File: config.mk
export PLATFORM = sky130hd
export DESIGN_NAME = updown4_flat
export DESIGN_NICKNAME = d
export VERILOG_FILES = /design/src/rtl/updown4_pkg.sv /design/src/rtl/updown4_if.sv /design/src/rtl/updown4.sv /design/src/flat_wrapper.sv
export SDC_FILE = /design/constraint.sdc
export NUM_CORES = 1
export LEC_CHECK = 0
export ABC_AREA = 1
export CAP_MARGIN = 30
export CORE_AREA = 2 2 39 41
export CTS_CLUSTER_DIAMETER = 80
export DETAILED_ROUTE_END_ITERATION = 10
export DIE_AREA = 0 0 41 43
export GPL_ROUTABILITY_DRIVEN = 0
export GPL_TIMING_DRIVEN = 0
export SLEW_MARGIN = 20
export SYNTH_ARGS = -nofsm -noshare
export SYNTH_HDL_FRONTEND = slang
export SYNTH_SLANG_ARGS = --single-unit
File: constraint.sdc
create_clock -name clk -period 2.5 [get_ports clk]
set_input_delay 0.5 -clock clk [delete_from_list [all_inputs] [get_ports clk]]
set_output_delay 0.5 -clock clk [all_outputs]
set_load 0.01 [all_outputs]
File: src/rtl/updown4_pkg.sv
// Shared constants for the updown4 counter: direction encoding and default width.
package updown4_pkg;
  localparam int   DEF_WIDTH = 4;
  localparam logic DIR_UP    = 1'b1;
  localparam logic DIR_DOWN  = 1'b0;
endpackage

File: src/rtl/updown4_if.sv
// Counter bus: direction request from the consumer and the registered count back to it.
import updown4_pkg::*;

interface updown4_if #(parameter int WIDTH = DEF_WIDTH);
  logic             dir;
  logic [WIDTH-1:0] q;

  modport master (output dir, input  q);
  modport slave  (input  dir, output q);
endinterface

File: src/rtl/updown4.sv
// Free-running up/down counter. It wraps modulo 2^WIDTH and is cleared asynchronously to RST_VAL.
module updown4
  import updown4_pkg::*;
#(
  parameter int               WIDTH   = DEF_WIDTH,
  parameter logic [WIDTH-1:0] RST_VAL = '0
) (
  input  logic      clk,
  input  logic      rst,
  updown4_if.slave  bus
);

  if (WIDTH < 1) begin : g_width_chk
    $error("updown4: WIDTH must be >= 1");
  end

  logic [WIDTH-1:0] r_q;

  // Truncating add/sub wraps in both directions, so no compare against the limits is needed.
  always_ff @(posedge clk or posedge rst) begin
    if (rst)                  r_q <= RST_VAL;
    else if (bus.dir == DIR_UP) r_q <= r_q + WIDTH'(1);
    else                      r_q <= r_q - WIDTH'(1);
  end

  assign bus.q = r_q;

endmodule

File: src/flat_wrapper.sv
// flat-port wrapper written by rule: the top's interface ports become plain ports
module updown4_flat import updown4_pkg::*;
#(
  parameter int               WIDTH   = DEF_WIDTH,
  parameter logic [WIDTH-1:0] RST_VAL = '0
)
  (clk, rst, bus_dir, bus_q);
  updown4_if #(.WIDTH(WIDTH)) bus_i ();
  input  logic clk;
  input  logic rst;
  input wire logic [$bits(bus_i.dir)-1:0] bus_dir;
  output wire logic [$bits(bus_i.q)-1:0] bus_q;
  assign bus_i.dir = bus_dir;
  assign bus_q = bus_i.q;
  updown4 #(.WIDTH(WIDTH), .RST_VAL(RST_VAL)) u_core (.clk(clk), .rst(rst), .bus(bus_i));
endmodule
## After elaboration in Yosys (flattened, before gate mapping)

Index checks and enable logic that the tools add are counted.

| operators by class | value |
|---|---|
| $add $sub $neg | 2 |
| multiplexer cells | 1 |

Operators with widths:

| kind | count |
|---|---|
| $add A4 B1 Y4 const B | 1 |
| $mux W4 | 1 |
| $sub A4 B1 Y4 const B | 1 |

| word-level totals | value |
|---|---|
| register bits | 4 |
| input bits | 3 |
| output and inout port bits | 4 |
| logic and storage cells | 4 |

## Depth between registers and ports, before layout

| logic depth | value |
|---|---|
| depth in word-level cells | 2 |
| gate-level depth with buffers | 6 |
| gate-level depth less buffers | 6 |

## Worst setup path before layout

No wires, ideal clock.

| timing path | value |
|---|---|
| path kind | input to register |
| from | in bus_dir |
| to | reg u_core.r_q[3] (netlist: u_core.bus.q[3]) |
| setup time | 0.116 ns |
| arrival | 1.182 ns |
| required time | 2.384 ns |
| path slack | 1.201 ns |
| stages | 6 |
| path buffers | 0 |
| path through | inv_1 ha_1 a21oi_2 nand2_1 nand2_1 nand2_1 |

| on the way | value |
|---|---|
| word-level cells in the longest chain between the ends | 1 |

RTL lines:

| element | line | source |
|---|---|---|
| start, declared | flat_wrapper.sv:11 | `input wire logic [$bits(bus_i.dir)-1:0] bus_dir;` |
| $mux W4 | updown4.sv:22 | `else if (bus.dir == DIR_UP) r_q <= r_q + WIDTH'(1);` |
| end signal, assigned | updown4.sv:22 |  |
| end signal, assigned | updown4.sv:23 | `else r_q <= r_q - WIDTH'(1);` |
| end, declared | updown4.sv:17 | `logic [WIDTH-1:0] r_q;` |

Every way passes these cells.

## Worst setup path after layout

| timing path | value |
|---|---|
| from | reg u_core.r_q[0] (netlist: u_core.bus.q[0]) |
| to | out bus_q[0] |

RTL lines:

| element | line | source |
|---|---|---|
| end, declared | flat_wrapper.sv:12 | `output wire logic [$bits(bus_i.q)-1:0] bus_q;` |

No word-level cell between the ends.

==> impl_results.md <==
* CTS Buf Count at 3
* Synth top area share at 0.457
* Post-CTS sizing at 0
* Syn nets at 28
* Gr usage total at 0.0596
* Hold_buf cts at 0
* Yosys warning total at 0
* Bufs on Longest Clock Path at 2
* CP max stage cell: clkdlybuf4s50_1
* CORE AREA at 1380 sq um
* Count leader, synth: nand2_1
* Share of cells above drive strength 1 at 0.161
* Sw frac at 0.344
* FF+latch count, synth at 4
* Worst slew margin at 0.879
* Simple-gate area share of the yosys netlist at 0.171
* Post-Syn Instances at 22
* Yosys top cell by area: dfrtp_1
* Max reg flops at 4
* Peak VDD IR at ~0.29 mV
* Synth Flop Type: dfrtp_1
* Crit path kind: reg -> out
* Crit-path cells: clkdlybuf4s50_1
* P_leak at between 0.15 and 0.2 nW
* Synth Area in XOR/XNOR at 0.0400
* ANT nets after route at 0
* Clock root buffer: clkbuf_4
* Crit-path max cell delay at ~0.57 ns
* Register area share after synthesis at 0.457
* Drt pass-1 iters at 1
* Largest net degree at the start of global routing at 5
* RSZ-0062 raised after global routing: false
* Reg area at 100 sq um
* Skew-Pair Late Insertion Delay at about 0.23 ns
* Combinational power share at 0.464
* H-tree Lvls at 1
* # rows at 14
* Worst path bufs/invs at 1
* Ys async rst share at 1.00
* Clk slew on worst S/H paths at ~0.04 ns
* Mapped Avg Cell Area at 9.95 sq um
* Worst hold path type: in -> async
* Largest family of logic cells by synthesized area: adder cells
* Clk_skew at about 0.00027 ns
* Crit path required time at around 2.0 ns
* Synthesized area at approximately 220 sq um
* Post-synthesis mux area share at 0
* Multi-input logic area at around 100 sq um
* Initial antenna violation count at 0
* Die ar. at 1760 sq um
* Synth top cells by count: nand2_1 (6), inv_1 (5), dfrtp_1 (4), ha_1 (2)
* Vias at around 170
* Number of global-route vias before repair at between 150 and 200
* Outcome: complete, no violations
* Worst slew pin tran at around 0.18 ns
* Number of remaining DRC errors at 0
* First-pass GRT wire length at between 600 and 700 um
* CP endpoint kind: output port
* Fmax at 0.582 GHz
* Vias/cell at between 3 and 4
* PortBufs at 6
* Slew Viols, Final at 0
* Pwr per Cell Area at roughly 1100 nW/um^2
* Distinct cells, synth at 9
* Compound-Gate Fraction of Synth Area at 0.0400
* Net Sw Power at 122 uW
* Final setup fails at 0
* Chip height at 43 um
* Drt initial violations at 0
* Worst-path maximum fanout at 4
* Hold_ws at about 0.45 ns
* Sequential share of power at 0.315
* Number of enable flip-flop cells after synthesis at 0
* Period utilisation layout at 0.687
* Critical path's top delay family: buffers and inverters
* Max-Cap Viols at 0
* Clk sinks at 4
* Area contributors post-synth: dfrtp_1 (46%), ha_1 (11%), nand2_1 (10%)
* Startpoint Class: flop
* Clk network pwr share at 0.221
* # IOs at 7
* Area share of fa/ha/maj cells after synthesis at 0.206
* DRT Wirelength at about 360 um
* CP arrival at roughly 1.2 ns
* Initial core utilization at 0.158
* Filler instances at ~160
* CTS tree: built
* Layout Nets at 39
* Hold Vio Cnt, Final at 0
* Final min period at 1.72 ns
* DR WL/cell at about 7.7 um
* Gr ovfl total at 0
* Sum Neg Setup Slack at 0 ns
* Die W at around 40 um
* Synth-to-layout area growth at 46.9%
* ANT cells at 0
* Internal Pwr Total at roughly 230 uW
* # Post-CTS Setup Buffers at 0
==> logic make-up (layout without fill, tap and decap cells) <==
logic type | after synthesis | after routing
XOR/XNOR | 1 | 1
AND/OR/NAND/NOR | 8 | 8
adder cells (fa/ha/maj) | 3 | 3
flip-flops | 4 | 4
buffers and inverters | 5 | 14
AO/OA/AOI/OAI | 1 | 1
==> placed cells by master (no fill, tap or decap) <==
cell type,netlist,final
a21oi_2,1,1
clkbuf_4,0,3
clkdlybuf4s50_1,0,6
dfrtp_1,4,4
fa_1,1,1
ha_1,2,2
inv_1,5,5
nand2_1,6,6
nand3_1,1,1
nand3_2,1,1
xor2_1,1,1
==> per-layer routing <==
layer  track usage  vias up  part of all wire
met4        0.0800        0                 0
met2        0.0875        3              0.60
li1              -       84                 -
met3        0.0314        0             0.044
met1        0.0426       84              0.36
met5             0        -                 0
==> final timing paths <==
path | to | startpoint | slack, ns | cells past startpoint
max reg2reg | u_core.bus.q[3]$_DFF_PP0_ | u_core.bus.q[2]$_DFF_PP0_ | 1.32 | 5
max in group asynchronous | u_core.bus.q[0]$_DFF_PP0_ | rst | 1.90 | 2
min | u_core.bus.q[1]$_DFF_PP0_ | rst | 0.45 | 2
max | bus_q[0] | u_core.bus.q[0]$_DFF_PP0_ | 0.78 | 1
min in group clk | u_core.bus.q[0]$_DFF_PP0_ | u_core.bus.q[0]$_DFF_PP0_ | 0.52 | 1
min reg2reg | u_core.bus.q[0]$_DFF_PP0_ | u_core.bus.q[0]$_DFF_PP0_ | 0.52 | 1
==> power groups by stage <==
stage               Clock [mW]  Combinational, mW  Sequential [mW]
global route            0.0869              0.185            0.114
global placement             0              0.167            0.112
finish                  0.0783              0.165            0.112
detailed placement           0              0.169            0.113
CTS                     0.0839              0.169            0.113
floorplan                    0             0.0879            0.123
==> cell type report <==
class,count,share of cell area
clock buffer,3,0.0700
inverter,5,0.0584
multi-input combinational,13,0.311
sequential,4,0.311
tap,16,0.0623
timing repair buffer,6,0.187
==> per-stage QoR <==
stage          setup WS, ns  std cells  area (sq um)  utilization  power, mW
5_1_grt               0.741         47           322        0.232      0.386
3_3_place_gp          0.619         44           299        0.216      0.279
6_report              0.782         47           322        0.232      0.355
3_5_place_dp          0.605         44           299        0.216      0.282
4_1_cts               0.757         47           322        0.232      0.365
2_1_floorplan          1.20         22           219            -      0.210
No activity file was read; power rests on OpenSTA's default activity.
